## config.mk

```make
export PLATFORM = sky130hd
export DESIGN_NAME = rd_req_arbiter
export DESIGN_NICKNAME = d
export VERILOG_FILES = /design/src/rtl/xbar_pkg.sv /design/src/rtl/rd_req_arbiter_rr_pick.sv /design/src/rtl/rd_req_arbiter.sv
export SDC_FILE = /design/constraint.sdc
export NUM_CORES = 1
export LEC_CHECK = 0
export ABC_AREA = 1
export CORE_ASPECT_RATIO = 1.4
export CORE_MARGIN = 8
export CORE_UTILIZATION = 40
export CTS_CLUSTER_SIZE = 20
export DETAILED_ROUTE_END_ITERATION = 8
export PLACE_DENSITY = 0.78
export SYNTH_ARGS = -nofsm -noshare
export SYNTH_HDL_FRONTEND = slang
export SYNTH_HIERARCHICAL = 1
export SYNTH_SLANG_ARGS = --single-unit
```

## constraint.sdc

```tcl
create_clock -name aclk -period 2 [get_ports aclk]
set_input_delay 0.2 -clock aclk [delete_from_list [all_inputs] [get_ports aclk]]
set_output_delay 0.2 -clock aclk [all_outputs]
set_load 0.05 [all_outputs]
```

## src/rtl/xbar_pkg.sv

```systemverilog
// Shared cross-bar definitions.
//   rd_arb_state_t : read arbiter FSM states
//   idx_w()        : bit width needed to index n items (minimum 1)
package xbar_pkg;

  typedef enum logic [1:0] {
    IDLE  = 2'd0,
    ISSUE = 2'd1,
    WAIT  = 2'd2
  } rd_arb_state_t;

  function automatic int unsigned idx_w(input int unsigned n);
    return (n > 1) ? $clog2(n) : 1;
  endfunction

endpackage

```

## src/rtl/rd_req_arbiter_rr_pick.sv

```systemverilog
// Combinational round-robin picker, shared by the read and write arbiters.
// Searches cyclically starting at the entry just after last_i.
//   elig_i  [N]  : eligible requesters
//   last_i  [IW] : index granted last time
//   grant_o [IW] : first eligible index after last_i (0 when none)
//   found_o      : at least one requester is eligible
module rr_pick
  import xbar_pkg::*;
#(
  parameter int unsigned N  = 2,
  parameter int unsigned IW = idx_w(N)
) (
  input  logic [N-1:0]  elig_i,
  input  logic [IW-1:0] last_i,
  output logic [IW-1:0] grant_o,
  output logic          found_o
);

  int unsigned idx;

  always_comb begin
    grant_o = '0;
    found_o = 1'b0;
    idx     = 0;
    for (int unsigned k = 1; k <= N; k++) begin
      idx = (32'(last_i) + k) % N;
      if (!found_o && elig_i[IW'(idx)]) begin
        found_o = 1'b1;
        grant_o = IW'(idx);
      end
    end
  end

endmodule

```

## src/rtl/rd_req_arbiter.sv

```systemverilog
// Per-master-port read arbiter. Picks one read request FIFO head targeting
// this master port (round-robin), issues it on the base master read port,
// pops the winning FIFO on acceptance and routes the response (or a timeout
// error) back to the originating slave side. One outstanding read at a time.
//   aclk, reset          : clock, synchronous active-high reset
//   req/addr/wren        : FIFO heads (not-empty, address, one-hot target)
//   rd_en                : FIFO pop pulse (combinational with m_ack)
//   m_req/m_addr/m_ack   : base master read request handshake
//   m_rvalid/m_rdata     : base master read data
//   resp_valid/sel/data/err : registered response pulse to the slave side
module rd_req_arbiter
  import xbar_pkg::*;
#(
  parameter int unsigned AWIDTH     = 32,
  parameter int unsigned DWIDTH     = 32,
  parameter int unsigned SLAVE_NUM  = 2,
  parameter int unsigned MASTER_NUM = 2,
  parameter int unsigned MASTER_IDX = 0,
  parameter int unsigned TIMEOUT    = 256
) (
  input  logic                            aclk,
  input  logic                            reset,
  input  logic [SLAVE_NUM-1:0]            req,
  input  logic [SLAVE_NUM*AWIDTH-1:0]     addr,
  input  logic [SLAVE_NUM*MASTER_NUM-1:0] wren,
  output logic [SLAVE_NUM-1:0]            rd_en,
  output logic                            m_req,
  output logic [AWIDTH-1:0]               m_addr,
  input  logic                            m_ack,
  input  logic                            m_rvalid,
  input  logic [DWIDTH-1:0]               m_rdata,
  output logic                            resp_valid,
  output logic [SLAVE_NUM-1:0]            resp_sel,
  output logic [DWIDTH-1:0]               resp_data,
  output logic                            resp_err
);

  localparam int unsigned IW = idx_w(SLAVE_NUM);
  // Counter is at least 1 bit wide so TIMEOUT=0 still elaborates.
  localparam int unsigned CW = (TIMEOUT > 0) ? $clog2(TIMEOUT + 1) : 1;
  localparam logic [CW-1:0] CNT_LAST = (TIMEOUT > 0) ? CW'(TIMEOUT - 1) : '0;
  localparam logic [CW-1:0] CNT_MAX  = CW'(TIMEOUT);

  rd_arb_state_t state_q, state_d;
  logic [IW-1:0]        grant_q, grant_d;
  logic [IW-1:0]        last_q, last_d;
  logic [AWIDTH-1:0]    addr_q, addr_d;
  logic [CW-1:0]        cnt_q, cnt_d;
  logic                 resp_valid_q, resp_valid_d;
  logic [SLAVE_NUM-1:0] resp_sel_q, resp_sel_d;
  logic [DWIDTH-1:0]    resp_data_q, resp_data_d;
  logic                 resp_err_q, resp_err_d;

  logic [SLAVE_NUM-1:0] elig;
  logic [AWIDTH-1:0]    addr_arr [SLAVE_NUM];
  logic [SLAVE_NUM-1:0] grant_oh;
  logic [IW-1:0]        pick;
  logic                 pick_found;

  // Target bits for other master ports are only relevant to other instances.
  logic unused_wren;
  assign unused_wren = ^wren;

  for (genvar g = 0; g < SLAVE_NUM; g++) begin : g_slave
    assign elig[g]     = req[g] & wren[g*MASTER_NUM + MASTER_IDX];
    assign addr_arr[g] = addr[g*AWIDTH +: AWIDTH];
  end

  rr_pick #(
    .N  (SLAVE_NUM),
    .IW (IW)
  ) u_pick (
    .elig_i  (elig),
    .last_i  (last_q),
    .grant_o (pick),
    .found_o (pick_found)
  );

  always_comb begin
    grant_oh          = '0;
    grant_oh[grant_q] = 1'b1;
  end

  // State register
  always_ff @(posedge aclk) begin
    if (reset) begin
      state_q      <= IDLE;
      grant_q      <= '0;
      last_q       <= IW'(SLAVE_NUM - 1);
      addr_q       <= '0;
      cnt_q        <= '0;
      resp_valid_q <= 1'b0;
      resp_sel_q   <= '0;
      resp_data_q  <= '0;
      resp_err_q   <= 1'b0;
    end else begin
      state_q      <= state_d;
      grant_q      <= grant_d;
      last_q       <= last_d;
      addr_q       <= addr_d;
      cnt_q        <= cnt_d;
      resp_valid_q <= resp_valid_d;
      resp_sel_q   <= resp_sel_d;
      resp_data_q  <= resp_data_d;
      resp_err_q   <= resp_err_d;
    end
  end

  // Next-state logic
  always_comb begin
    state_d      = state_q;
    grant_d      = grant_q;
    last_d       = last_q;
    addr_d       = addr_q;
    cnt_d        = cnt_q;
    resp_valid_d = 1'b0;
    resp_sel_d   = resp_sel_q;
    resp_data_d  = resp_data_q;
    resp_err_d   = resp_err_q;
    case (state_q)
      IDLE: begin
        if (pick_found) begin
          grant_d = pick;
          last_d  = pick;
          addr_d  = addr_arr[pick];
          state_d = ISSUE;
        end
      end
      ISSUE: begin
        if (m_ack) begin
          cnt_d   = '0;
          state_d = WAIT;
        end
      end
      WAIT: begin
        // Data arriving in the expiry cycle takes priority over the error.
        if (m_rvalid) begin
          resp_valid_d = 1'b1;
          resp_sel_d   = grant_oh;
          resp_data_d  = m_rdata;
          resp_err_d   = 1'b0;
          state_d      = IDLE;
        end else if ((TIMEOUT != 0) && (cnt_q == CNT_LAST)) begin
          resp_valid_d = 1'b1;
          resp_sel_d   = grant_oh;
          resp_data_d  = '0;
          resp_err_d   = 1'b1;
          state_d      = IDLE;
        end else if (cnt_q != CNT_MAX) begin
          cnt_d = cnt_q + 1'b1;
        end
      end
      default: state_d = IDLE;
    endcase
  end

  // Outputs. The request and pop are masked during reset so an ack seen in
  // the reset cycle can never pop a FIFO whose request is being abandoned.
  always_comb begin
    m_req      = (state_q == ISSUE) && !reset;
    rd_en      = (m_req && m_ack) ? grant_oh : '0;
    m_addr     = addr_q;
    resp_valid = resp_valid_q;
    resp_sel   = resp_sel_q;
    resp_data  = resp_data_q;
    resp_err   = resp_err_q;
  end

endmodule

```

Word level (Yosys, flattened, before mapping)
Index checks and enable logic that the tools add are counted.

cells by class
  $add $sub $neg = 3
  magnitude comparators = 5
  eq/ne operators = 10
  multiplexer cells = 32
  bitwise logic cells = 4
  reduce and logical (&&, ||, !) cells = 14

operators by type and width
  kind                   count
  $mux W32               5
  $mux W9                4
  $pmux W9 S2            1
  $mux W2                7
  $mux W1                13
  $ne A2 B2 Y1 const B   5
  $add A9 B1 Y9 const B  1
  $eq A9 B8 Y1 const B   1
  $ne A9 B9 Y1 const B   1
  $lt A1 B2 Y1 const B   3
  $pmux W2 S3            1
  $reduce_and A5 Y1      1
  $logic_and A1 B1 Y1    4
  $reduce_and A2 Y1      2
  $reduce_bool A2 Y1     2
  $ne A3 B3 Y1 const B   1
  $reduce_and A3 Y1      1
  $add A1 B1 Y1 const B  2
  $and A1 B1 Y1          2
  $eq A2 B1 Y1 const B   1
  $eq A2 B2 Y1 const B   1
  $ge A2 B2 Y1 const B   1
  $logic_not A1 Y1       2
  $logic_not A2 Y1       1
  other kinds (5)        5

storage, ports and cells
  register bits = 81
  input bits = 106
  output and inout port bits = 71
  logic and storage cells = 77

Longest topological paths before layout
Gate-level depths: netlist of run 1.

  depth after elaboration = 11
  depth in mapped cells = 15
  gate-level depth less buffers = 15

By module
The synthesis of run 1 kept the hierarchy.

by module, submodules not included
  module          instances  cells an instance  area each (sq um)
  rd_req_arbiter  1          494                3512.1
  rr_pick         1          3                  15.0

Worst setup path before layout of run 1
OpenSTA, ideal clock, no wires.

  kind = input-to-output
  start = input port reset
  end = output port rd_en[0]
  data arrival time = 1735 ps
  slack = 65 ps
  cell stages on the path = 7
  buffers on the path = 2
  cells stage by stage = buf_2 > inv_1 > buf_4 > nand2_1 > inv_1 > nand2_1 > nor2_1

between the ends
  cells in the longest elaborated chain, start to end = 4

ends and longest elaborated chain
  what                 line                   source
  start: declaration   rd_req_arbiter.sv:22   input logic reset,
  $logic_not A1 Y1     rd_req_arbiter.sv:160  m_req = (state_q == ISSUE) && !reset;
  $logic_and A1 B1 Y1  rd_req_arbiter.sv:160
  via m_req            rd_req_arbiter.sv:27   output logic m_req,
  $logic_and A1 B1 Y1  rd_req_arbiter.sv:161  rd_en = (m_req && m_ack) ? grant_oh : '0;
  $mux W2              rd_req_arbiter.sv:161
  end: declaration     rd_req_arbiter.sv:26   output logic [SLAVE_NUM-1:0] rd_en,

The timed path passes the listed nets, and every way through them passes these cells.

Final worst setup path of run 1
  start = register cnt_q[0]
  end = register cnt_q[6]

between the ends
  cells in the longest elaborated chain, start to end = 5

ends and longest elaborated chain
  what                      line                   source
  start: declaration        rd_req_arbiter.sv:48   logic [CW-1:0] cnt_q, cnt_d;
  start signal: assignment  rd_req_arbiter.sv:101  cnt_q <= cnt_d;
  $add A9 B1 Y9             rd_req_arbiter.sv:150  cnt_d = cnt_q + 1'b1;
  $mux W9                   rd_req_arbiter.sv:149  end else if (cnt_q != CNT_MAX) begin
  $mux W9                   rd_req_arbiter.sv:143  end else if ((TIMEOUT != 0) && (cnt_q == CNT_LAST)) begin
  $mux W9                   rd_req_arbiter.sv:137  if (m_rvalid) begin
  $pmux W9 S2               rd_req_arbiter.sv:120  case (state_q)

Parallel ways exist; a longest one is shown, timed or not. The select of a mux whose other input is x is not followed.
A chain may end at the register's enable or synchronous reset.

==> flow_summary.yaml, run 1 <==
critical_path:
  crit_type: "register to register"
  reg2reg_depth: 15
  crit_fanout: 10
  required_ns: 2.23
  crit_path_end_kind: "register"
  critPathArrivalTime_ns: 2.11
  start_kind: "register"
yosys:
  syn_inst: 497
  syn_area_per_cell_um2: 7.10
  yosys_warnings: 6
  synth_fp_nets: 606
  synth_cell_type_count: 27
  synth_area_leaders: "dfxtp_1, a21oi_1, nand2_1"
  netlist.top_cell.by_area: "dfxtp_1"
  synth-seq-cells: 81
  synth_top_area_frac: 0.460
  seq_area_frac_synth: 0.460
  syn_area_mm2: 0.00353
clock_network:
  clk_pin_slew_worst_paths_ns: 0.07
  h-tree-depth: 3
  cts_sinks: 81
  tritoncts: "done"
  cts_buffer_depth: 2
  clock_latency_ns: 0.33
  cts-root-buf: "clkbuf_16"
  cts-buffers-inserted: 9
die:
  start_util: 0.412
  die_h_um: 127
  die_area_mm2: 0.0121
  coreArea_mm2: 0.00856
  ios: 177
  die_w_um: 95.4
  fp-row-count: 40
sta:
  worst_slack_ns: 0.115
  finalHoldViolCount: 0
  skew_ns: 0.00949
  period_needed_ns: 1.89
  relSlewSlack: 0.635
  finalCritPeriodShare: 0.943
  maxSlewViolCount: 0
  max_freq_ghz: 0.530
  tightest_slew_ns: 0.546
  setup_viol: 0
routing:
  wire_per_inst_um: 13.7
  num_vias: 3729
  dr.pass1.iters: 5
  remaining_drc_errors: 0
  totalWireLength_um: 10700
  via_per_inst: 4.81
  drtIter0Drc: 145
  final_antenna_net_count: 0
placement:
  place_congestion: 0.774
  io_buffers: 174
  place_area_mm2: 0.00537
  dpl.hpwl_um: 8020
  pre_cts_ws_ns: -0.00859
layout:
  insertedDiodeCount: 0
  postLayoutCoreUtil: 0.672
  area_growth_pct: 63.0
  nNetsFinal: 774
  layout_commonest_cell: "clkdlybuf4s50_1"
  fin_area_mm2: 0.00575
  mostFrequentLayoutCells: "clkdlybuf4s50_1, nand2_1, a21oi_1, dfxtp_1, inv_1"
  drive_gt1_frac: 0.0791
pwr:
  power_per_cell_area_mw_per_mm2: 771
  power_mw: 4.43
  ir_drop_uv: 509
  power.leakage_nw: 2.34
run_status:
  status: "completed"
global_routing:
  grtUsageTotal: 0.172
  antenna_found_initial: 0
  grt_overflow_total: 0
  grt_pass1_wl_um: 17000
  grt_pass1_vias: 3605
  grt_max_degree: 45
flow_run:
  drv_cap: 0
worst_hold_path:
  min-delay-path-class: "input port to register"
  hold_path_depth: 3
-- path summary, 6_finish.rpt --
kind / start / endpoint / slack, ns
setup / recovery: cnt_q[0] / cnt_q[6] / 0.11
hold / removal: m_rdata[1] / resp_data[1] / 0.42
hold reg to reg: resp_data[22] / resp_data[22] / 0.46
setup reg to reg: cnt_q[0] / cnt_q[6] / 0.11
-- metal layers --
layer | vias to the layer above | track usage | share of wire
li1 | 1922 | - | -
met2 | 158 | 0.268 | 0.46
met3 | 12 | 0.0844 | 0.13
met1 | 1637 | 0.199 | 0.40
met5 | - | 0 | 0
met4 | 0 | 0.0563 | 0.014
-- kinds of logic (layout without fill, tap and decap cells) --
group	count (synthesis)	in the layout	synth area share
and+or+nand+nor	182	182	0.212
AOI/OAI and AO/OA	141	141	0.202
buffers and inverters	90	263	0.115
DFF	81	81	0.460
adders and majority gates	3	3	0.0106
-- per-stage QoR --
stage               hold WS [ns]  TNS (ns)  instances
finish                     0.424         0        775
global route               0.422  -0.00856        775
CTS                        0.416         0        773
detailed placement         0.454   -0.0125        757
global placement           0.447         0        757
floorplan                  0.305         0        497
-- synth_stat cells, drive strengths merged --
library cell,count
nand2,113
a21oi,105
dfxtp,81
inv,60
nor2,50
o21ai,34
buf,19
clkbuf,10
nand3,10
ha,3
nand4,3
or2,3
nor3,2
a211oi,1
clkinv,1
nor3b,1
o22ai,1
-- worst max-delay path, cell delays in order, from the launching register on --
cell and delay (ns):
dfxtp_1 0.37, ha_4 0.17, nand3_4 0.09, nor2_4 0.14, nand2_2 0.07, nor2_2 0.13, ha_2 0.22, nor2_4 0.05
nand2_4 0.08, clkinv_4 0.06, nand2_8 0.10, nand2_4 0.09, nand2_1 0.09, nand2_1 0.05, nand2_1 0.05, inv_1 0.03
-- repair_timing --
| item | CTS | global route |
|---|---|---|
| pin swaps | 0 | 4 |
| setup buffers | 0 | 2 |
| resized for setup | 2 | 10 |
| endpoints found under the setup margin | 22 | 44 |
| hold buffers | 0 | 0 |
-- flip-flops by register name (all words and copies together) (netlist names) --
name        cells
resp_valid      1
resp_sel        2
last_q          1
resp_data      32
grant_q         1
state_q         2
cnt_q           9
resp_err        1
m_addr         32
-- power by group --
group          total (mW)  internal, mW  switching (mW)  leakage [nW]
registers            1.75          1.71          0.0485         0.661
clock network        1.67         0.990           0.679         0.146
logic                1.01         0.429           0.581          1.53
total                4.43          3.12            1.31          2.34
-- final cells by class --
cell class / count / area (um^2)
clock buffer: 9 / 225
inverter: 61 / 236
multi-input combinational: 326 / 1560
timing repair buffer: 186 / 1890
fill: 756 / 2810
sequential: 81 / 1620
tap: 105 / 131
clock inverter: 7 / 85.1
Power figures use the tool's default switching activity.
==> run 2, diff against run 1 <==
--- a/config.mk
+++ b/config.mk
@@ -6,12 +6,15 @@
 export NUM_CORES = 1
 export LEC_CHECK = 0
 export ABC_AREA = 1
+export CAP_MARGIN = 20
 export CORE_ASPECT_RATIO = 1.4
 export CORE_MARGIN = 8
 export CORE_UTILIZATION = 40
 export CTS_CLUSTER_SIZE = 20
 export DETAILED_ROUTE_END_ITERATION = 8
-export PLACE_DENSITY = 0.78
+export DONT_BUFFER_PORTS = 1
+export PLACE_DENSITY = 0.52
+export SKIP_CTS_REPAIR_TIMING = 1
 export SYNTH_ARGS = -nofsm -noshare
 export SYNTH_HDL_FRONTEND = slang
 export SYNTH_HIERARCHICAL = 1
==> flow_summary.yaml, run 2 (synthesized netlist as in run 1, its figures left out) <==
run_status:
  status: "completed"
global_routing:
  grt_max_degree: 66
  grtUsageTotal: 0.149
  grt_pass1_wl_um: 14300
  grt_overflow_total: 0
  grt_pass1_vias: 2875
  antenna_found_initial: 0
die:
  die_area_mm2: 0.0121
  start_util: 0.412
  die_w_um: 95.4
  die_h_um: 127
  coreArea_mm2: 0.00856
  fp-row-count: 40
  ios: 177
sta:
  period_needed_ns: 1.89
  finalHoldViolCount: 0
  skew_ns: 0.00740
  max_freq_ghz: 0.530
  setup_viol: 0
  finalCritPeriodShare: 0.944
  relSlewSlack: 0.402
  tightest_slew_ns: 0.896
  worst_slack_ns: 0.112
  maxSlewViolCount: 0
critical_path:
  crit_type: "register to register"
  required_ns: 2.25
  crit_fanout: 6
  crit_path_end_kind: "register"
  critPathArrivalTime_ns: 2.14
  start_kind: "register"
placement:
  io_buffers: 0
  place_congestion: 0.758
  dpl.hpwl_um: 6670
  place_area_mm2: 0.00365
  pre_cts_ws_ns: 0.0586
clock_network:
  clock_latency_ns: 0.33
  cts-buffers-inserted: 9
  cts-root-buf: "clkbuf_16"
  cts_buffer_depth: 2
  h-tree-depth: 3
  cts_sinks: 81
  clk_pin_slew_worst_paths_ns: 0.06
  tritoncts: "done"
layout:
  nNetsFinal: 606
  area_growth_pct: 14.1
  fill_cells: 876
  mostFrequentLayoutCells: "nand2_1, a21oi_1, dfxtp_1, inv_1, nor2_1"
  layout_commonest_cell: "nand2_1"
  drive_gt1_frac: 0.110
  insertedDiodeCount: 0
  fin_area_mm2: 0.00403
pwr:
  power_per_cell_area_mw_per_mm2: 985
  power.leakage_nw: 1.71
  ir_drop_uv: 552
routing:
  remaining_drc_errors: 0
  dr.pass1.iters: 4
  wire_per_inst_um: 15.4
  final_antenna_net_count: 0
  num_vias: 2998
  drtIter0Drc: 156
  totalWireLength_um: 9330
  via_per_inst: 4.94
worst_hold_path:
  min-delay-path-class: "input port to register"
flow_run:
  drv_cap: 0
==> run 2: cell count changes in the layout (fill, tap and decap cells not counted), moves of 2 or more <==
cell             previous run  this run
inv_8                       2         0
dlygate4sd3_1               0         2
clkdlybuf4s50_1           171         0
clkbuf_8                    0         2
buf_4                      10        12
==> run 2: per-layer routing <==
layer  routed length, um  global-route usage  vias to the layer above
met4                 240              0.0849                        0
met1                3540               0.164                     1275
met3                1010              0.0645                       14
met2                4530               0.232                      109
li1                    -                   -                     1600
met5                   0                   0                        -
==> run 2: path summary, 6_finish.rpt <==
| kind | endpoint | cells past startpoint | from | slack [ns] |
|---|---|---|---|---|
| min | resp_data[14] | 2 | m_rdata[14] | 0.002 |
| min reg2reg | cnt_q[7] | 2 | cnt_q[7] | 0.51 |
| max | cnt_q[0] | 13 | cnt_q[1] | 0.11 |
| max reg2reg | cnt_q[0] | 13 | cnt_q[1] | 0.11 |
==> run 2: metrics by stage <==
stage / utilization / TNS (ns) / total power, mW / cells / hold WS (ns)
floorplan: - / 0 / 2.34 / 497 / 0.305
global placement: 0.427 / 0 / 2.40 / 588 / 0.272
detailed placement: 0.427 / 0 / 2.40 / 588 / 0.275
CTS: 0.461 / 0 / 4.00 / 604 / -0.0883
global route: 0.470 / -0.0632 / 4.13 / 607 / 0.00188
finish: 0.470 / 0 / 3.97 / 607 / 0.00156
==> run 2: report_power, final <==
part,internal (mW),total [mW],switching [mW]
combinational,0.115,0.334,0.219
sequential,1.71,2.06,0.349
clock,0.920,1.58,0.658
==> run 2: critical path, stage by stage, from the launching register on <==
cell      delay (ns)
dfxtp_2         0.33
ha_2            0.18
nand3_2         0.10
nor2_2          0.14
nand2_1         0.08
nor2_1          0.14
ha_2            0.23
nor2_4          0.05
nand2_4         0.07
clkinv_4        0.06
nand2_8         0.10
buf_12          0.11
nand3_1         0.06
a21oi_1         0.16
==> run 2: area by class of cell <==
type                            count  area [um^2]  share of cell area
Inverter                           61          236              0.0588
Sequential cell                    81         1620               0.403
Timing Repair Buffer               18          190              0.0472
Clock inverter                      4         33.8             0.00839
Tap cell                          105          131              0.0326
Clock buffer                       12          256              0.0637
Multi-Input combinational cell    326         1550               0.386
==> run 3, diff against run 2 <==
==> constraint.sdc (replaced) <==
create_clock -name aclk -period 1.8 [get_ports aclk]
set_input_delay 0.18 -clock aclk [delete_from_list [all_inputs] [get_ports aclk]]
set_output_delay 0.18 -clock aclk [all_outputs]
set_load 0.05 [all_outputs]
==> flow_summary.yaml, run 3 (synthesized netlist as in run 1, its figures left out) <==
clock_network:
  cts-root-buf: "clkbuf_16"
  clock_latency_ns: 0.33
  cts_sinks: 81
  h-tree-depth: 3
  cts-buffers-inserted: 9
  cts_buffer_depth: 2
  clk_pin_slew_worst_paths_ns: 0.06
  tritoncts: "done"
routing:
  final_antenna_net_count: 0
  drtIter0Drc: 148
  totalWireLength_um: 9660
  via_per_inst: 4.97
  remaining_drc_errors: 0
  num_vias: 3180
  wire_per_inst_um: 15.1
  dr.pass1.iters: 4
placement:
  io_buffers: 0
  place_inst: 597
  dpl.hpwl_um: 6770
  place_congestion: 0.791
  pre_cts_ws_ns: -0.138
sta:
  fin_hold_ws_ns: -0.0126
  skew_ns: 0.00913
  relSlewSlack: 0.636
  period_needed_ns: 1.82
  finalCritPeriodShare: 1.01
  maxSlewViolCount: 0
  worst_slack_ns: -0.0203
  rsz0062_at_grt: "true"
  max_freq_ghz: 0.549
  finalHoldViolCount: 9
  setup_viol: 1
  tightest_slew_ns: 0.545
layout:
  layout_commonest_cell: "nand2_1"
  fill_cells: 831
  nNetsFinal: 639
  insertedDiodeCount: 0
  finalNonFillerCells: 640
  mostFrequentLayoutCells: "nand2_1, a21oi_1, dfxtp_1, inv_1, nor2_1"
  drive_gt1_frac: 0.131
  area_growth_pct: 25.5
die:
  fp-row-count: 40
  die_h_um: 127
  ios: 177
  start_util: 0.412
  die_w_um: 95.4
  die_area_mm2: 0.0121
  coreArea_mm2: 0.00856
run_status:
  violations: "hold timing, setup timing"
  status: "finished with violations"
global_routing:
  grt_max_degree: 66
  grt_overflow_total: 0
  grt_pass1_vias: 3004
  antenna_found_initial: 0
  grt_pass1_wl_um: 14600
  grtUsageTotal: 0.150
worst_hold_path:
  min-delay-path-class: "input port to register"
pwr:
  power_per_cell_area_mw_per_mm2: 1120
  power.leakage_nw: 1.89
  ir_drop_uv: 699
critical_path:
  crit_path_end_kind: "register"
  crit_fanout: 6
  start_kind: "register"
  crit_type: "register to register"
  required_ns: 2.07
  critPathArrivalTime_ns: 2.09
flow_run:
  drv_cap: 0
run 3: changes by cell type in the layout (fill, tap and decap cells not counted), moves of 2 or more:
cell / before / now
nor2_4: 1 / 3
dlygate4sd3_1: 2 / 22
inv_4: 1 / 3
bufinv_16: 0 / 4
buf_4: 12 / 25
inv_2: 4 / 2
run 3: layer usage:
layer / share of wire / up-vias / GRT usage
met5: 0 / - / 0
met3: 0.11 / 17 / 0.0721
met2: 0.48 / 127 / 0.242
li1: - / 1653 / -
met1: 0.38 / 1383 / 0.164
met4: 0.021 / 0 / 0.0609
run 3: path summary, 6_finish.rpt:
check | to | from | slack (ns) | depth (start not counted)
max | cnt_q[8] | cnt_q[0] | -0.02 | 13
min | resp_data[9] | m_rdata[9] | -0.01 | 2
max reg2reg | cnt_q[8] | cnt_q[0] | -0.02 | 13
min reg2reg | resp_sel[0] | resp_sel[0] | 0.47 | 2
run 3: worst max-delay path, stage by stage (launching register included):
cell and delay [ns]:
dfxtp_2 0.33, ha_4 0.17, nand3_4 0.10, nor2_4 0.04, nand2_2 0.07, nor2_2 0.04
ha_2 0.20, nor2_4 0.14, nand2_4 0.08, clkinv_4 0.06, nand2_8 0.06, buf_6 0.12
or2_1 0.21, a21oi_2 0.12
run 3: per-stage QoR:
stage | TNS (ns) | instance area, um^2 | utilization | hold slack (ns) | power (mW)
floorplan | -0.189 | 3530 | - | 0.285 | 2.61
global placement | -3.37 | 3710 | 0.434 | 0.254 | 2.67
detailed placement | -4.46 | 3710 | 0.434 | 0.256 | 2.68
CTS | -5.24 | 4090 | 0.477 | -0.106 | 4.96
global route | -0.619 | 4430 | 0.517 | 0.00188 | 5.16
finish | -0.0203 | 4430 | 0.517 | -0.0126 | 4.97
run 3: where the power goes:
group          switching, mW  leakage, nW  internal [mW]  total, mW
combinational          0.269         1.05          0.166      0.435
clock                  0.732        0.179           1.54       2.27
sequential             0.373        0.662           1.90       2.27
run 3: layout make-up:
type,instances,area (um^2),share of cell area
timing repair buffer,51,479,0.108
clock buffer,10,239,0.0540
inverter,61,241,0.0546
clock inverter,6,136,0.0308
multi-input combinational,326,1580,0.356
tap,105,131,0.0297
sequential,81,1620,0.367
